--- src/rtl/uart_tx_fifo_if.sv ---
// Host write port and transmitter launch handshake of uart_tx_fifo.
interface uart_tx_fifo_if #(
  parameter int unsigned ADDR_W = 4
);
  logic              wr_en;
  logic [7:0]        wr_data;
  logic              full;
  logic              empty;
  logic [ADDR_W:0]   count;
  logic              overflow;
  logic              send;
  logic [7:0]        dintx;
  logic              donetx;
  logic              busy;

  // Host / transmitter side.
  modport master (
    output wr_en, wr_data, donetx,
    input  full, empty, count, overflow, send, dintx, busy
  );

  // FIFO side.
  modport slave (
    input  wr_en, wr_data, donetx,
    output full, empty, count, overflow, send, dintx, busy
  );
endinterface

--- src/rtl/uart_tx_fifo.sv ---
// Byte FIFO feeding a UART transmitter: stores host bytes and launches them one at a time,
// retiring each byte on the rising edge of the transmitter's donetx completion level.
module uart_tx_fifo #(
  parameter int unsigned DEPTH  = 16,
  parameter int unsigned ADDR_W = 4
) (
  input logic           clk,
  input logic           rst,
  uart_tx_fifo_if.slave bus
);

  localparam logic [ADDR_W:0]   DepthCnt = (ADDR_W + 1)'(DEPTH);
  localparam logic [ADDR_W:0]   CntOne   = (ADDR_W + 1)'(1);
  localparam logic [ADDR_W-1:0] PtrOne   = ADDR_W'(1);

  typedef enum logic [1:0] {StIdle, StSend, StDrain} state_e;

  logic [7:0]        mem_q [DEPTH];
  logic [ADDR_W-1:0] wr_ptr_q, rd_ptr_q;
  logic [ADDR_W:0]   count_q, count_d;
  logic              overflow_q;
  logic              done_q;
  logic              done_rise;
  logic              pop;
  logic              wr_accept;
  logic              full, empty;
  state_e            state_q, state_d;
  logic              send_q, send_d;
  logic [7:0]        dintx_q, dintx_d;

  assign full      = (count_q == DepthCnt);
  assign empty     = (count_q == '0);
  assign done_rise = bus.donetx & ~done_q;
  // A pop frees a slot in the same cycle, so a full FIFO still accepts a write then.
  assign wr_accept = bus.wr_en & (~full | pop);

  // Launch sequencer: next state, launch request and popped-byte decision.
  always_comb begin
    state_d = state_q;
    send_d  = send_q;
    dintx_d = dintx_q;
    pop     = 1'b0;
    unique case (state_q)
      StIdle: begin
        send_d = 1'b0;
        if (!empty) begin
          dintx_d = mem_q[rd_ptr_q];
          send_d  = 1'b1;
          state_d = StSend;
        end
      end
      StSend: begin
        if (done_rise) begin
          pop     = 1'b1;
          send_d  = 1'b0;
          state_d = StDrain;
        end
      end
      StDrain: begin
        send_d = 1'b0;
        // Wait out the completion level so the same done is never seen twice.
        if (!bus.donetx) state_d = StIdle;
      end
      default: state_d = StIdle;
    endcase
  end

  // Occupancy: write and pop in the same cycle cancel out.
  always_comb begin
    count_d = count_q;
    if (wr_accept && !pop)      count_d = count_q + CntOne;
    else if (pop && !wr_accept) count_d = count_q - CntOne;
  end

  // Control state, pointers and registered transmitter outputs.
  always_ff @(posedge clk) begin
    if (rst) begin
      wr_ptr_q   <= '0;
      rd_ptr_q   <= '0;
      count_q    <= '0;
      overflow_q <= 1'b0;
      done_q     <= 1'b0;
      state_q    <= StIdle;
      send_q     <= 1'b0;
      dintx_q    <= 8'h00;
    end else begin
      if (wr_accept) wr_ptr_q <= wr_ptr_q + PtrOne;
      if (pop)       rd_ptr_q <= rd_ptr_q + PtrOne;
      count_q <= count_d;
      if (bus.wr_en && !wr_accept) overflow_q <= 1'b1;
      done_q  <= bus.donetx;
      state_q <= state_d;
      send_q  <= send_d;
      dintx_q <= dintx_d;
    end
  end

  // Byte storage; contents are not reset.
  always_ff @(posedge clk) begin
    if (wr_accept) mem_q[wr_ptr_q] <= bus.wr_data;
  end

  assign bus.full     = full;
  assign bus.empty    = empty;
  assign bus.count    = count_q;
  assign bus.overflow = overflow_q;
  assign bus.send     = send_q;
  assign bus.dintx    = dintx_q;
  assign bus.busy     = (state_q != StIdle);

endmodule

--- src/flat_wrapper.sv ---
// flat-port wrapper written by rule: the top's interface ports become plain ports
module uart_tx_fifo_flat 
#(
  parameter int unsigned DEPTH  = 16,
  parameter int unsigned ADDR_W = 4
)
  (clk, rst, bus_wr_en, bus_wr_data, bus_donetx, bus_full, bus_empty, bus_count, bus_overflow, bus_send, bus_dintx, bus_busy);
  uart_tx_fifo_if #(.ADDR_W(ADDR_W)) bus_i ();
  input logic clk;
  input logic rst;
  input wire logic [$bits(bus_i.wr_en)-1:0] bus_wr_en;
  input wire logic [$bits(bus_i.wr_data)-1:0] bus_wr_data;
  input wire logic [$bits(bus_i.donetx)-1:0] bus_donetx;
  output wire logic [$bits(bus_i.full)-1:0] bus_full;
  output wire logic [$bits(bus_i.empty)-1:0] bus_empty;
  output wire logic [$bits(bus_i.count)-1:0] bus_count;
  output wire logic [$bits(bus_i.overflow)-1:0] bus_overflow;
  output wire logic [$bits(bus_i.send)-1:0] bus_send;
  output wire logic [$bits(bus_i.dintx)-1:0] bus_dintx;
  output wire logic [$bits(bus_i.busy)-1:0] bus_busy;
  assign bus_i.wr_en = bus_wr_en;
  assign bus_i.wr_data = bus_wr_data;
  assign bus_i.donetx = bus_donetx;
  assign bus_full = bus_i.full;
  assign bus_empty = bus_i.empty;
  assign bus_count = bus_i.count;
  assign bus_overflow = bus_i.overflow;
  assign bus_send = bus_i.send;
  assign bus_dintx = bus_i.dintx;
  assign bus_busy = bus_i.busy;
  uart_tx_fifo #(.DEPTH(DEPTH), .ADDR_W(ADDR_W)) u_core (.clk(clk), .rst(rst), .bus(bus_i));
endmodule
--- config.mk ---
export PLATFORM = sky130hd
export DESIGN_NAME = uart_tx_fifo_flat
export DESIGN_NICKNAME = d
export VERILOG_FILES = /design/src/rtl/uart_tx_fifo_if.sv /design/src/rtl/uart_tx_fifo.sv /design/src/flat_wrapper.sv
export SDC_FILE = /design/constraint.sdc
export NUM_CORES = 1
export LEC_CHECK = 0
export BUFFER_PORTS_ARGS = -buffer_cell sky130_fd_sc_hd__buf_2
export CAP_MARGIN = 20
export CORE_ASPECT_RATIO = 0.75
export CORE_MARGIN = 2
export CORE_UTILIZATION = 61
export CTS_CLUSTER_SIZE = 24
export DETAILED_ROUTE_END_ITERATION = 7
export GPL_TIMING_DRIVEN = 0
export PLACE_DENSITY = 0.79
export SLEW_MARGIN = 30
export SYNTH_ARGS = -nofsm -noshare
export SYNTH_HDL_FRONTEND = slang
export SYNTH_SLANG_ARGS = --single-unit
--- constraint.sdc ---
create_clock -name clk -period 4.1 [get_ports clk]
set_clock_uncertainty 0.05 [all_clocks]
set_input_delay 0.82 -clock clk [delete_from_list [all_inputs] [get_ports clk]]
set_output_delay 0.82 -clock clk [all_outputs]
set_load 0.01 [all_outputs]
* After elaboration in Yosys (flattened, before gate mapping)
Memories as Yosys holds them, arrays and structs flattened. A register that Yosys moved wholly into a read port is not among the register bits.
Index checks and enable logic that the tools add are counted.
** Word-level totals
- Bits in registers :: 18
- RAM bits :: 128
- Output and inout bits :: 18
- Word-level logic and storage cells :: 50
- Memories :: 1
** Memories
- u_core.mem_q :: words 16, bits a word 8, rd ports 1, clocked after memory_dff 1, write ports 1, RTL line uart_tx_fifo.sv:18 : logic [7:0] mem_q [DEPTH];
** Operators by class
- Add/subtract/negate cells :: 4
- Eq/ne operators :: 6
- Multiplexer cells :: 13
- Bitwise gates (word level) :: 6
- Reductions and logical operators :: 13
** Operators with widths (number)
- 2-to-1 mux 5 bit :: 2
- adder 4 x 1 -> 4 bit (second input constant) :: 2
- 2-to-1 mux 1 bit :: 6
- 2-to-1 mux 2 bit :: 3
- one-hot mux 2 bit (3 select lines) :: 1
- adder 5 x 1 -> 5 bit (second input constant) :: 1
- equality test 5 bit (second input constant) :: 1
- logical NOT 5 bit :: 1
- subtractor 5 x 1 -> 5 bit (second input constant) :: 1
- inequality test 2 bit (second input constant) :: 2
- AND reduction 2 bit :: 2
- nonzero test 2 bit :: 2
- logical AND 1 bit :: 3
- inverter 1 bit :: 3
- one-hot mux 1 bit (3 select lines) :: 1
- AND reduction 3 bit :: 1
- nonzero test 3 bit :: 1
- AND 1 bit :: 2
- equality test 2 x 1 -> 1 bit (second input constant) :: 1
- equality test 2 bit (second input constant) :: 1
- logical NOT 1 bit :: 2
- logical NOT 2 bit :: 1
- inequality test 2 x 1 -> 1 bit (second input constant) :: 1
- OR 1 bit :: 1

* Logic depth before layout (Yosys ltp)
- Depth after elaboration :: 10
- Gate-level depth with buffers :: 13
- Gate-level depth less buffers :: 12

* Worst setup path before layout
OpenSTA, ideal clock, no wires.
- Path type :: input to register
- Start point :: in bus_donetx
- End point :: reg u_core.count_q[4], in the netlist u_core.bus.count[4]
- Library setup time :: 0.121 ns
- Data arrival time :: 3.047 ns
- Slack :: 0.882 ns
- Stages :: 11
- Path buffers :: 1
- Cells stage by stage :: and3b_1 buf_2 inv_2 a31oi_2 ha_1 inv_1 fa_1 a21o_1 a21oi_1 mux2i_1 mux2_2
** On the way
- Longest elaborated chain between the ends :: 8
- Elaborated cells on any way between the ends :: 11
- Those cells by class :: mux: 3; bitwise: 3; reduce/logical: 5
** RTL lines
- start, declared :: RTL line flat_wrapper.sv:13 : input wire logic [$bits(bus_i.donetx)-1:0] bus_donetx;
- AND 1 bit (*) :: RTL line uart_tx_fifo.sv:33 : assign done_rise = bus.donetx & ~done_q;
- 2-to-1 mux 1 bit (*) :: RTL line uart_tx_fifo.sv:53 : if (done_rise) begin
- 2-to-1 mux 1 bit (*) :: RTL line uart_tx_fifo.sv:43 : unique case (state_q)
- OR 1 bit (*) :: RTL line uart_tx_fifo.sv:35 : assign wr_accept = bus.wr_en & (~full | pop);
- AND 1 bit (*) :: RTL line uart_tx_fifo.sv:35
- net u_core.wr_accept :: RTL line uart_tx_fifo.sv:25 : logic wr_accept;
- logical NOT 1 bit :: RTL line uart_tx_fifo.sv:72 : else if (pop && !wr_accept) count_d = count_q - CntOne;
- logical AND 1 bit :: RTL line uart_tx_fifo.sv:72
- nonzero test 2 bit (no line)
- end signal, assigned :: RTL line uart_tx_fifo.sv:89 : count_q <= count_d;
- end, declared :: RTL line uart_tx_fifo.sv:20 : logic [ADDR_W:0] count_q, count_d;
Mark *: on every way through the listed nets, which the timed path passes. The rest lies on a longest branch.
A chain may end at the register's enable or synchronous reset.

* Worst setup path in the final report
- Start point :: reg u_core.state_q[1]
- End point :: reg u_core.count_q[4], in the netlist u_core.bus.count[4]
** On the way
- Longest elaborated chain between the ends :: 7
- Elaborated cells on any way between the ends :: 10
- Those cells by class :: eq/ne: 1; mux: 2; bitwise: 2; reduce/logical: 5
** RTL lines
- start, declared :: RTL line uart_tx_fifo.sv:27 : state_e state_q, state_d;
- start signal, assigned :: RTL line uart_tx_fifo.sv:83 : state_q <= StIdle;
- start signal, assigned :: RTL line uart_tx_fifo.sv:92 : state_q <= state_d;
- equality test 2 x 1 -> 1 bit (*) :: RTL line uart_tx_fifo.sv:43
- 2-to-1 mux 1 bit (*) :: RTL line uart_tx_fifo.sv:43
- OR 1 bit (*) :: RTL line uart_tx_fifo.sv:35
- AND 1 bit (*) :: RTL line uart_tx_fifo.sv:35
- net u_core.wr_accept :: RTL line uart_tx_fifo.sv:25
- logical NOT 1 bit :: RTL line uart_tx_fifo.sv:72
- logical AND 1 bit :: RTL line uart_tx_fifo.sv:72
- nonzero test 2 bit (no line)
Marked as above.

==> impl_metrics.yaml <==
outcome:
  status: "completed"
timing:
  fin_crit_ns: 3.31
  finalHoldViolCount: 0
  max-slew-margin-rel_pct: 34.5
  fmax_ghz: 0.302
  timing.hold.ws_ns: 0.422
  min_period_over_period_pct: 80.6
  worst_pin_slew_ns: 0.982
  setup_viol: 0
  tns_ns: 0
  fin_ws_ns: 0.794
  final_max_slew_viol_count: 0
  rsz0062_at_grt: "false"
worst_hold_path:
  hp-class: "flop to flop"
drt:
  wirelength_um: 12500
  remaining_drc_errors: 0
  dr.pass1.iters: 5
  first_iter_violations: 365
  routedWlPerCell_um: 23.1
  vias: 3335
  detail-route-antenna-nets: 0
  via_per_inst: 6.14
final_layout:
  finalNetCount: 424
  drive_gt1_share_pct: 27.0
  fill_cells: 563
  final_cell_mix: "edfxtp_1, nor2_1, buf_2, mux4_2, dfxtp_1"
  area_delta_synth_final_pct: 15.7
  mostFrequentLayoutCell: "edfxtp_1"
  diodes: 0
worst_setup_path:
  crit_required_ns: 4.35
  cp.depth: 13
  critical-path-top-delay-family: "adder cells"
  path_max_fanout: 6
  crit-reg2reg-launch: "u_core.state_q[1]"
  worst-path-buf-inv: 4
  critPathKind: "flop to flop"
  path_cells: "inv_1 -> ha_1 -> and3b_1 -> buf_2 -> inv_2 -> a31oi_2 -> ha_1 -> inv_1 -> fa_1 -> a21o_1 -> a21oi_1 -> mux2i_1 -> mux2_2"
  cp-startpoint: "u_core.state_q[1]"
  crit_path_end: "u_core.bus.count[4]"
  critPathCaptureType: "flop"
  reg2reg_depth: 13
  arrival_ns: 3.56
  r2r_setup_slack_ns: 0.79
  critPathMaxStageDelay_ns: 0.43
  cp_slowest_cell: "fa_1"
  start_kind: "flop"
  r2r_end: "u_core.bus.count[4]"
synthesis:
  yosys_warnings: 0
  synth_ff_type: "edfxtp_1"
  synthAdderAreaFrac_pct: 2.92
  yosys.area_share.simple_pct: 4.67
  synth.distinct_cells: 39
  synthMuxAreaShare_pct: 15.4
  synth_area_leaders: "edfxtp_1, mux4_2, dfxtp_1, ha_1, mux4_1"
  avgSynthCellArea_um2: 17.9
  async_flop_share_pct: 0
  syn-num-nets: 376
  yosysSeqAreaShare_pct: 69.7
  yosysTopAreaCellShare_pct: 61.4
  ys_ff_latch: 154
  synth_area_um2: 6260
  synth_top_family_by_area: "multiplexers"
  synth_top_cell_by_area: "edfxtp_1"
  syn-instance-count: 350
  synth_xor_area_share_pct: 1.26
  synth-compound-area-share_pct: 3.84
  synth_edf_count: 128
die:
  rows: 31
  die_y_um: 91.8
  die_area_um2: 11100
  start_util_pct: 63.8
  pin_count: 30
  coreArea_um2: 9810
  die_width_um: 121
clock_network:
  htree_levels: 4
  postCtsSetupBuffers: 0
  clkTransAtPathRegs_ns: 0.06
  clk_latency_ns: 0.42
  cts_hold_buf: 0
  clk_path_buf_depth: 2
  cts_buffers: 17
  cts.repair.resized: 0
  root_buffer: "clkbuf_16"
  cts.sinks: 154
  cts_tree: "built"
placed_design:
  hpwl_um: 7900
  pre_cts_slack_ns: 0.506
  gp_congestion: 0.812
  port_buffers: 29
power:
  ir_worst_vdd_v: 0.000475
  power_density_nw_per_um2: 594
  power_leakage_nw: 2.49
grt:
  overflow: 0
  track_usage_pct: 24.5
  grt_pass1_vias: 3428
  grt_max_degree: 17
  antenna_found_initial: 0
  grt_pass1_wl_um: 19400
flow_run:
  cap_violations: 0
report_power, final:
group	switching, W	internal [W]
registers	0.0000821	0.00180
logic	0.000417	0.000316
clock network	0.000598	0.00109
total	0.00110	0.00321
stage by stage:
stage / area [um^2] / cells / util (%) / power (W)
final: 7250 / 543 / 73.8 / 0.00431
after global routing: 7250 / 543 / 73.8 / 0.00447
after CTS: 7240 / 543 / 73.7 / 0.00432
after detailed placement: 6590 / 511 / 67.2 / 0.00263
after global placement: 6570 / 511 / 67.0 / 0.00260
after floorplan: 6260 / 350 / - / 0.00240
worst min-delay path by stage:
stage | end | cells after the start | startpoint
after global routing | u_core.bus.overflow | 2 | u_core.bus.overflow
after global placement | u_core.bus.overflow | 2 | u_core.bus.overflow
final | u_core.bus.overflow | 2 | u_core.bus.overflow
after detailed placement | u_core.bus.overflow | 2 | u_core.bus.overflow
after floorplan | u_core.bus.overflow | 2 | u_core.bus.overflow
after CTS | u_core.bus.overflow | 2 | u_core.bus.overflow
kinds of logic (layout without fill, tap and decap cells):
logic type / after synthesis / after routing
AOI/OAI and AO/OA: 28 / 28
xor gates and xnor gates: 9 / 9
adders and majority gates: 14 / 14
buffers and inverters: 28 / 89
DFF: 154 / 154
muxes: 53 / 53
and+or+nand+nor: 64 / 64
worst reg2reg max path, delay by kind of cell (launching register included):
| kind | cells | cell delay (ns) |
|---|---|---|
| fa+ha+maj | 3 | 0.86 |
| mux | 2 | 0.57 |
| compound gates | 3 | 0.68 |
| buf+inv | 4 | 0.51 |
| flops | 1 | 0.34 |
| simple gates | 1 | 0.18 |
cells in the mapped netlist (2+ instances only):
library cell  number
inv_2              2
mux2_2             9
nand2b_1           3
edfxtp_1         128
nor2_1            39
nor4_2             2
a31oi_1            2
nand2_1           10
mux4_1             6
dfxtp_1           26
mux4_2            26
a21oi_1            8
buf_6              2
buf_2              3
a21o_1             2
buf_1              2
inv_1             10
a221o_1            8
xnor2_1            5
xor2_1             4
nor3_1             4
a311oi_1           2
ha_1              13
mux2i_1           12
clkbuf_1           8
area by class of cell:
class | instances | area [um^2] | share of cell area, %
plain buffers | 16 | 95.1 | 1.31
clock buffers | 20 | 447 | 6.16
multi-input cells | 168 | 1790 | 24.7
repair buffers | 29 | 145 | 2.00
well taps | 132 | 165 | 2.28
inverters | 12 | 45.0 | 0.622
flip-flops and latches | 154 | 4360 | 60.2
clock inverters | 12 | 196 | 2.71
layer usage:
layer  global-route usage, %  vias to the layer above  wire (um)
li1                        -                     1478          -
met1                    34.1                     1697       5390
met2                    38.6                      146       6260
met3                    6.09                       14        753
met4                    7.95                        0        141
met5                       0                        -          0
state kept, by name, indices dropped and copies added (netlist names):
register	cells
u_core.rd_ptr_q	4
u_core.bus.dintx	8
u_core.bus.send	1
u_core.mem_q	128
u_core.bus.count	5
u_core.done_q	1
u_core.bus.overflow	1
u_core.state_q	2
u_core.wr_ptr_q	4
No activity file was read; power rests on OpenSTA's default activity.
